==> src/rtl/riscv_pkg.sv <==
// Purpose: shared RV32I encodings and types for the MEM/WB stage (funct3, ResultSrc, control bit indices, FSM states).
// Latency: n/a (types and constants only).
// Backpressure: n/a.
package riscv_pkg;

    // Load/store access size and sign (funct3)
    localparam logic [2:0] F3_B  = 3'b000;
    localparam logic [2:0] F3_H  = 3'b001;
    localparam logic [2:0] F3_W  = 3'b010;
    localparam logic [2:0] F3_BU = 3'b100;
    localparam logic [2:0] F3_HU = 3'b101;

    // ResultSrc encodings
    localparam logic [1:0] RES_ALU  = 2'b00;
    localparam logic [1:0] RES_LOAD = 2'b01;
    localparam logic [1:0] RES_PC4  = 2'b10;

    // CtrlM = {RegWrite, ResultSrc[1:0], MemWrite}
    localparam int CTRLM_REGWRITE = 3;
    localparam int CTRLM_RES_HI   = 2;
    localparam int CTRLM_RES_LO   = 1;
    localparam int CTRLM_MEMWRITE = 0;

    // CtrlW = {RegWrite, ResultSrc[1:0]}
    localparam int CTRLW_REGWRITE = 2;
    localparam int CTRLW_RES_HI   = 1;
    localparam int CTRLW_RES_LO   = 0;

    typedef enum logic {
        IDLE = 1'b0,
        WAIT = 1'b1
    } mem_state_e;

    // Unsigned variants only exist for loads; stores accept b/h/w.
    function automatic logic f3_legal(input logic [2:0] f3, input logic is_load);
        logic ok;
        ok = 1'b0;
        case (f3)
            F3_B, F3_H, F3_W: ok = 1'b1;
            F3_BU, F3_HU:     ok = is_load;
            default:          ok = 1'b0;
        endcase
        return ok;
    endfunction

endpackage

==> src/rtl/mem_wb_stage_if.sv <==
// Purpose: single-outstanding data-memory bus between the MEM stage (master) and data memory (slave).
// Latency: n/a (wires only).
// Backpressure: req is held until the rvalid completion pulse; one transaction in flight.
// Signals: dmem_req/we/addr/be/wdata (master->slave), dmem_rdata/rvalid (slave->master).
interface mem_wb_stage_if;
    logic        dmem_req;
    logic        dmem_we;
    logic [31:0] dmem_addr;
    logic [3:0]  dmem_be;
    logic [31:0] dmem_wdata;
    logic [31:0] dmem_rdata;
    logic        dmem_rvalid;

    modport master (
        output dmem_req, dmem_we, dmem_addr, dmem_be, dmem_wdata,
        input  dmem_rdata, dmem_rvalid
    );

    modport slave (
        input  dmem_req, dmem_we, dmem_addr, dmem_be, dmem_wdata,
        output dmem_rdata, dmem_rvalid
    );
endinterface

==> src/rtl/mem_wb_stage_load_align.sv <==
// Purpose: extract byte/half/word from a read word by address offset and sign/zero-extend to 32 bits.
// Latency: combinational.
// Backpressure: none.
// Ports: i_rdata (read word), i_addr_lo (byte offset), i_funct3 (size/sign), o_data (extended result).
module load_align
    import riscv_pkg::*;
(
    input  logic [31:0] i_rdata,
    input  logic [1:0]  i_addr_lo,
    input  logic [2:0]  i_funct3,
    output logic [31:0] o_data
);

    logic [7:0]  w_byte;
    logic [15:0] w_half;

    always_comb begin
        w_byte = 8'h00;
        case (i_addr_lo)
            2'd0: w_byte = i_rdata[7:0];
            2'd1: w_byte = i_rdata[15:8];
            2'd2: w_byte = i_rdata[23:16];
            2'd3: w_byte = i_rdata[31:24];
            default: w_byte = 8'h00;
        endcase
        w_half = i_addr_lo[1] ? i_rdata[31:16] : i_rdata[15:0];

        o_data = 32'h0;
        case (i_funct3)
            F3_B:    o_data = {{24{w_byte[7]}}, w_byte};
            F3_BU:   o_data = {24'h0, w_byte};
            F3_H:    o_data = {{16{w_half[15]}}, w_half};
            F3_HU:   o_data = {16'h0, w_half};
            F3_W:    o_data = i_rdata;
            default: o_data = 32'h0;
        endcase
    end

endmodule

==> src/rtl/mem_wb_stage.sv <==
// Purpose: RV32I memory stage: issues loads/stores on the dmem bus and holds the MEM/WB register.
// Latency: 1 cycle for non-access/misaligned; k+1 cycles for an access completed k cycles after req.
// Backpressure: StallM freezes upstream while a transaction is outstanding; W takes bubbles meanwhile.
// Ports: clk/rst; EX/MEM inputs (ALUResultM, WriteDataM, RdM, PCPlus4M, CtrlM, Funct3M);
//        dmem master port; StallM/MisalignM; MEM/WB outputs (ALUResultW, ReadDataW, PCPlus4W, RdW, CtrlW).
module mem_wb_stage
    import riscv_pkg::*;
(
    input  logic        clk,
    input  logic        rst,
    input  logic [31:0] ALUResultM,
    input  logic [31:0] WriteDataM,
    input  logic [4:0]  RdM,
    input  logic [31:0] PCPlus4M,
    input  logic [3:0]  CtrlM,
    input  logic [2:0]  Funct3M,
    mem_wb_stage_if.master dmem,
    output logic        StallM,
    output logic        MisalignM,
    output logic [31:0] ALUResultW,
    output logic [31:0] ReadDataW,
    output logic [31:0] PCPlus4W,
    output logic [4:0]  RdW,
    output logic [2:0]  CtrlW
);

    mem_state_e  r_state;

    logic        w_is_load;
    logic        w_is_store;
    logic        w_access;
    logic        w_misalign;
    logic        w_legal_access;
    logic [1:0]  w_addr_lo;
    logic [3:0]  w_be;
    logic [31:0] w_wdata;
    logic [31:0] w_load_data;
    logic [2:0]  w_ctrl_w;

    assign w_addr_lo  = ALUResultM[1:0];
    assign w_is_load  = (CtrlM[CTRLM_RES_HI:CTRLM_RES_LO] == RES_LOAD);
    assign w_is_store = CtrlM[CTRLM_MEMWRITE];
    assign w_access   = w_is_load | w_is_store;
    assign w_ctrl_w   = {CtrlM[CTRLM_REGWRITE], CtrlM[CTRLM_RES_HI:CTRLM_RES_LO]};

    always_comb begin
        w_misalign = 1'b0;
        if (w_access) begin
            if (!f3_legal(Funct3M, w_is_load))
                w_misalign = 1'b1;
            else if ((Funct3M == F3_H || Funct3M == F3_HU) && w_addr_lo[0])
                w_misalign = 1'b1;
            else if (Funct3M == F3_W && w_addr_lo != 2'b00)
                w_misalign = 1'b1;
        end
    end

    assign w_legal_access = w_access & ~w_misalign;

    // Store lanes: data is replicated across lanes so memory just honours be.
    always_comb begin
        w_be    = 4'b0000;
        w_wdata = WriteDataM;
        if (w_is_load) begin
            w_be = 4'b1111;
        end else begin
            case (Funct3M)
                F3_B: begin
                    w_be    = 4'b0001 << w_addr_lo;
                    w_wdata = {4{WriteDataM[7:0]}};
                end
                F3_H: begin
                    w_be    = w_addr_lo[1] ? 4'b1100 : 4'b0011;
                    w_wdata = {2{WriteDataM[15:0]}};
                end
                F3_W:    w_be = 4'b1111;
                default: w_be = 4'b0000;
            endcase
        end
    end

    load_align u_load_align (
        .i_rdata   (dmem.dmem_rdata),
        .i_addr_lo (w_addr_lo),
        .i_funct3  (Funct3M),
        .o_data    (w_load_data)
    );

    // Request and stall are gated by rst so they drop the instant reset asserts.
    // Address/data/enables stay stable in WAIT because upstream holds the M inputs.
    assign dmem.dmem_req   = ~rst & (((r_state == IDLE) & w_legal_access) | (r_state == WAIT));
    assign dmem.dmem_we    = w_is_store;
    assign dmem.dmem_addr  = {ALUResultM[31:2], 2'b00};
    assign dmem.dmem_be    = w_be;
    assign dmem.dmem_wdata = w_wdata;

    assign StallM    = ~rst & (((r_state == IDLE) & w_legal_access) |
                               ((r_state == WAIT) & ~dmem.dmem_rvalid));
    assign MisalignM = w_misalign;

    always_ff @(posedge clk or posedge rst) begin
        if (rst) begin
            r_state    <= IDLE;
            ALUResultW <= 32'h0;
            ReadDataW  <= 32'h0;
            PCPlus4W   <= 32'h0;
            RdW        <= 5'h0;
            CtrlW      <= 3'h0;
        end else begin
            // Bubble by default; overridden when an instruction retires into W.
            ALUResultW <= 32'h0;
            ReadDataW  <= 32'h0;
            PCPlus4W   <= 32'h0;
            RdW        <= 5'h0;
            CtrlW      <= 3'h0;
            if (r_state == IDLE) begin
                if (w_legal_access) begin
                    r_state <= WAIT;
                end else if (!w_misalign) begin
                    ALUResultW <= ALUResultM;
                    PCPlus4W   <= PCPlus4M;
                    RdW        <= RdM;
                    CtrlW      <= w_ctrl_w;
                end
            end else begin
                if (dmem.dmem_rvalid) begin
                    r_state    <= IDLE;
                    ALUResultW <= ALUResultM;
                    ReadDataW  <= w_is_load ? w_load_data : 32'h0;
                    PCPlus4W   <= PCPlus4M;
                    RdW        <= RdM;
                    CtrlW      <= w_ctrl_w;
                end
            end
        end
    end

endmodule

==> src/flat_wrapper.sv <==
// flat-port wrapper written by rule: the top's interface ports become plain ports
module mem_wb_stage_flat import riscv_pkg::*;
  (clk, rst, ALUResultM, WriteDataM, RdM, PCPlus4M, CtrlM, Funct3M, StallM, MisalignM, ALUResultW, ReadDataW, PCPlus4W, RdW, CtrlW, dmem_dmem_req, dmem_dmem_we, dmem_dmem_addr, dmem_dmem_be, dmem_dmem_wdata, dmem_dmem_rdata, dmem_dmem_rvalid);
  mem_wb_stage_if dmem_i ();
  input  logic clk;
  input  logic rst;
  input  logic [31:0] ALUResultM;
  input  logic [31:0] WriteDataM;
  input  logic [4:0] RdM;
  input  logic [31:0] PCPlus4M;
  input  logic [3:0] CtrlM;
  input  logic [2:0] Funct3M;
  output logic StallM;
  output logic MisalignM;
  output logic [31:0] ALUResultW;
  output logic [31:0] ReadDataW;
  output logic [31:0] PCPlus4W;
  output logic [4:0] RdW;
  output logic [2:0] CtrlW;
  output wire logic [$bits(dmem_i.dmem_req)-1:0] dmem_dmem_req;
  output wire logic [$bits(dmem_i.dmem_we)-1:0] dmem_dmem_we;
  output wire logic [$bits(dmem_i.dmem_addr)-1:0] dmem_dmem_addr;
  output wire logic [$bits(dmem_i.dmem_be)-1:0] dmem_dmem_be;
  output wire logic [$bits(dmem_i.dmem_wdata)-1:0] dmem_dmem_wdata;
  input wire logic [$bits(dmem_i.dmem_rdata)-1:0] dmem_dmem_rdata;
  input wire logic [$bits(dmem_i.dmem_rvalid)-1:0] dmem_dmem_rvalid;
  assign dmem_dmem_req = dmem_i.dmem_req;
  assign dmem_dmem_we = dmem_i.dmem_we;
  assign dmem_dmem_addr = dmem_i.dmem_addr;
  assign dmem_dmem_be = dmem_i.dmem_be;
  assign dmem_dmem_wdata = dmem_i.dmem_wdata;
  assign dmem_i.dmem_rdata = dmem_dmem_rdata;
  assign dmem_i.dmem_rvalid = dmem_dmem_rvalid;
  mem_wb_stage u_core (.clk(clk), .rst(rst), .ALUResultM(ALUResultM), .WriteDataM(WriteDataM), .RdM(RdM), .PCPlus4M(PCPlus4M), .CtrlM(CtrlM), .Funct3M(Funct3M), .dmem(dmem_i), .StallM(StallM), .MisalignM(MisalignM), .ALUResultW(ALUResultW), .ReadDataW(ReadDataW), .PCPlus4W(PCPlus4W), .RdW(RdW), .CtrlW(CtrlW));
endmodule
==> config.mk <==
export PLATFORM = sky130hd
export DESIGN_NAME = mem_wb_stage_flat
export DESIGN_NICKNAME = d
export VERILOG_FILES = /design/src/rtl/riscv_pkg.sv /design/src/rtl/mem_wb_stage_if.sv /design/src/rtl/mem_wb_stage_load_align.sv /design/src/rtl/mem_wb_stage.sv /design/src/flat_wrapper.sv
export SDC_FILE = /design/constraint.sdc
export NUM_CORES = 1
export LEC_CHECK = 0
export BUFFER_PORTS_ARGS = -buffer_cell sky130_fd_sc_hd__buf_2
export CORE_AREA = 4 4 122 124
export DETAILED_ROUTE_END_ITERATION = 6
export DIE_AREA = 0 0 126 128
export HOLD_SLACK_MARGIN = 0.05
export PLACE_DENSITY_LB_ADDON = 0.15
export SYNTH_ARGS = -nofsm -noshare
export SYNTH_HDL_FRONTEND = slang
export SYNTH_SLANG_ARGS = --single-unit
==> constraint.sdc <==
create_clock -name clk -period 5.6 [get_ports clk]
set_input_delay 1.12 -clock clk [delete_from_list [all_inputs] [get_ports clk]]
set_output_delay 1.12 -clock clk [all_outputs]
set_load 0.01 [all_outputs]
==> flow_summary.json <==
{
  "status": "completed",
  "max_freq_ghz": 0.255,
  "clk_transition_reported_paths_ns": 0.06,
  "die_area_sq_um": 16100,
  "worst_setup_path_start_kind": "input pin",
  "drv_cap": 0,
  "avgSynthCellArea_sq_um": 11.4,
  "io_pins": 319,
  "clk_latency_ns": 0.34,
  "crit_top_cell": "buf_2",
  "die_y_microns": 128,
  "max-slew-margin-rel_pct": 27.3,
  "synthFlopType": "dfrtp_1",
  "worst_pin_slew_ns": 1.09,
  "cts.sinks": 105,
  "finalPower_mw": 1.82,
  "cts_root_buf": "clkbuf_16",
  "core_sq_um": 13800,
  "p_per_area_nw_per_um2": 281,
  "routed_wl_microns": 14600,
  "antenna_found_initial": 2,
  "yosysSeqAreaShare_pct": 55.3,
  "worstRegToRegCells": 3,
  "drc": 0,
  "grt_pass1_wl_microns": 21900,
  "numCtsBuffers": 9,
  "slowest_stage": "nor2_1",
  "arrival_ns": 2.81,
  "grt_pass1_vias": 4025,
  "period_minus_slack_ns": 3.93,
  "synth_top_area_share_pct": 55.3,
  "crit_type": "input pin to primary output",
  "whs_path_depth": 1,
  "cts_hold_buf": 0,
  "synth_area_leaders": "dfrtp_1 (55%), and2_1 (9.5%), buf_4 (6.6%), mux2_2 (6.4%), a21oi_1 (3.1%)",
  "tritoncts": "yes",
  "finalInstanceArea_sq_um": 6470,
  "cp_data_required_time_ns": 4.48,
  "ys_seq_elements": 105,
  "placed_area_sq_um": 6140,
  "areaGrowthSynthToFinish_pct": 36.1,
  "cts_max_level": 3,
  "nets": 827,
  "drt_iter0_drc": 208,
  "io_buffers": 316,
  "path_cells": "buf_2 -> nor2b_1 -> nor2_1 -> a21oi_1 -> o21ai_0 -> buf_2",
  "rsz0062_at_grt": "no",
  "skew_ns": 0.00588,
  "detail_route.vias_per_cell": 4.61,
  "leakage_nw": 3.57,
  "fin_crit_sh_pct": 70.1,
  "hold_path.class": "flop to flop",
  "dp_hpwl_microns": 11500,
  "report.final.hold_viol_count": 0,
  "vdd_drop_max_mv": 0.158,
  "yosysTopAreaCell": "dfrtp_1",
  "wl_per_cell_microns": 16.8,
  "synthesis.area_sq_um": 4750,
  "synth_edf_count": 0,
  "grtUsageTotal_pct": 17.4,
  "layout-drive-gt1-share_pct": 54.7,
  "clock_tree.buffer_depth": 2,
  "rows": 43,
  "postCtsSetupBuffers": 0,
  "antenna_left": 0,
  "initial_core_util_pct": 34.5,
  "setup_tns_ns": 0,
  "async_flop_share_pct": 100,
  "grt_max_degree": 69,
  "cp_max_fo": 22,
  "cts_resized": 0,
  "slew_violations": 0,
  "yosysWarnings": 0,
  "firstDrtPassIters": 6,
  "yosysUniqueCellTypes": 42,
  "cp-end-kind": "primary output",
  "place_congestion": 0.849,
  "die_x_microns": 126,
  "syn_inst": 416,
  "vias": 4014,
  "crit_path_max_incr_delay_ns": 0.48,
  "setup_viol": 0,
  "overflow": 0
}
## stage by stage
step	hold WS (ns)	util, %	std cells	worst slack (ns)
2_1_floorplan	0.571	-	417	0.786
3_3_place_gp	0.595	44.6	853	1.80
3_5_place_dp	0.616	44.6	853	1.72
4_1_cts	0.628	46.9	869	1.68
5_1_grt	0.662	47.0	871	1.55
6_report	0.626	47.0	871	1.67
## critical path, delay by kind of cell
family                 cells  cell delay, ns
buffers and inverters      2            0.65
AOI/OAI and AO/OA          2            0.42
and+or+nand+nor            2            0.61
## cells by family after synthesis
| kind of cell | after synthesis | synth area share [%] |
|---|---|---|
| mux | 38 | 8.84 |
| other cells | 1 | 0.0789 |
| simple gates | 138 | 16.5 |
| compound gates | 67 | 9.61 |
| buf+inv | 67 | 9.71 |
| flops | 105 | 55.3 |
## where the power goes
group,leakage (nW),internal [mW],switching (mW)
sequential,1.41,0.805,0.0131
clock,0.156,0.387,0.278
combinational,2.00,0.149,0.189
## layout make-up
class / instances / area (sq um)
diodes: 2 / 5.00
multi-input cells: 245 / 1670
clock buffers: 12 / 267
well taps: 180 / 225
inverters: 4 / 17.5
fillers: 1366 / 7300
clock inverters: 4 / 55.1
repair buffers: 319 / 1600
flip-flops and latches: 105 / 2630
## layer usage
metal  vias up  track usage, %  part of all wire, %
met1      1891            20.5                   37
met3        10            5.63                   10
met2       230            30.4                   51
met5         -               0                    0
met4         0            5.24                  1.3
li1       1883               -                    -
## final timing paths
check | slack, ns | start | end
hold reg to reg | 0.63 | u_core.r_state | u_core.r_state
setup reg to reg | 3.48 | u_core.r_state | u_core.ALUResultW[12]
hold / removal | 0.63 | u_core.r_state | u_core.r_state
min in group asynchronous | 0.81 | rst | u_core.RdW[0]
setup / recovery | 1.67 | Funct3M[0] | dmem_dmem_be[2]
max in group asynchronous | 3.58 | rst | u_core.ALUResultW[13]
## synth_stat cells (all sizes together) (2+ instances only)
cell    number
and3         2
nand3        3
mux2        29
nor2        16
inv          4
buf         54
nand2b       3
a22oi        7
clkbuf       9
nor3         2
and2        73
dfrtp      105
a21oi       29
nor2b        3
o211ai       2
nand2       33
o21ai       17
a222oi       6
mux2i        9
## registers in the layout, indices dropped and copies added (netlist names)
register,count
u_core.CtrlW,3
u_core.RdW,5
u_core.r_state,1
u_core.ReadDataW,32
u_core.PCPlus4W,32
u_core.ALUResultW,32
## cells in the final DEF, fill, tap and decap left out, types with 3 or more instances in the layout
cell,n
mux2i_1,9
mux2_2,27
clkbuf_16,9
nand2_1,32
inv_1,3
a22oi_1,7
nand2b_1,3
and2_1,72
buf_2,316
nand3_1,3
a222oi_1,6
nor2_1,13
a21oi_1,29
clkbuf_8,3
buf_4,3
o21ai_0,14
dfrtp_1,105
(Power assumes the default switching activity.)
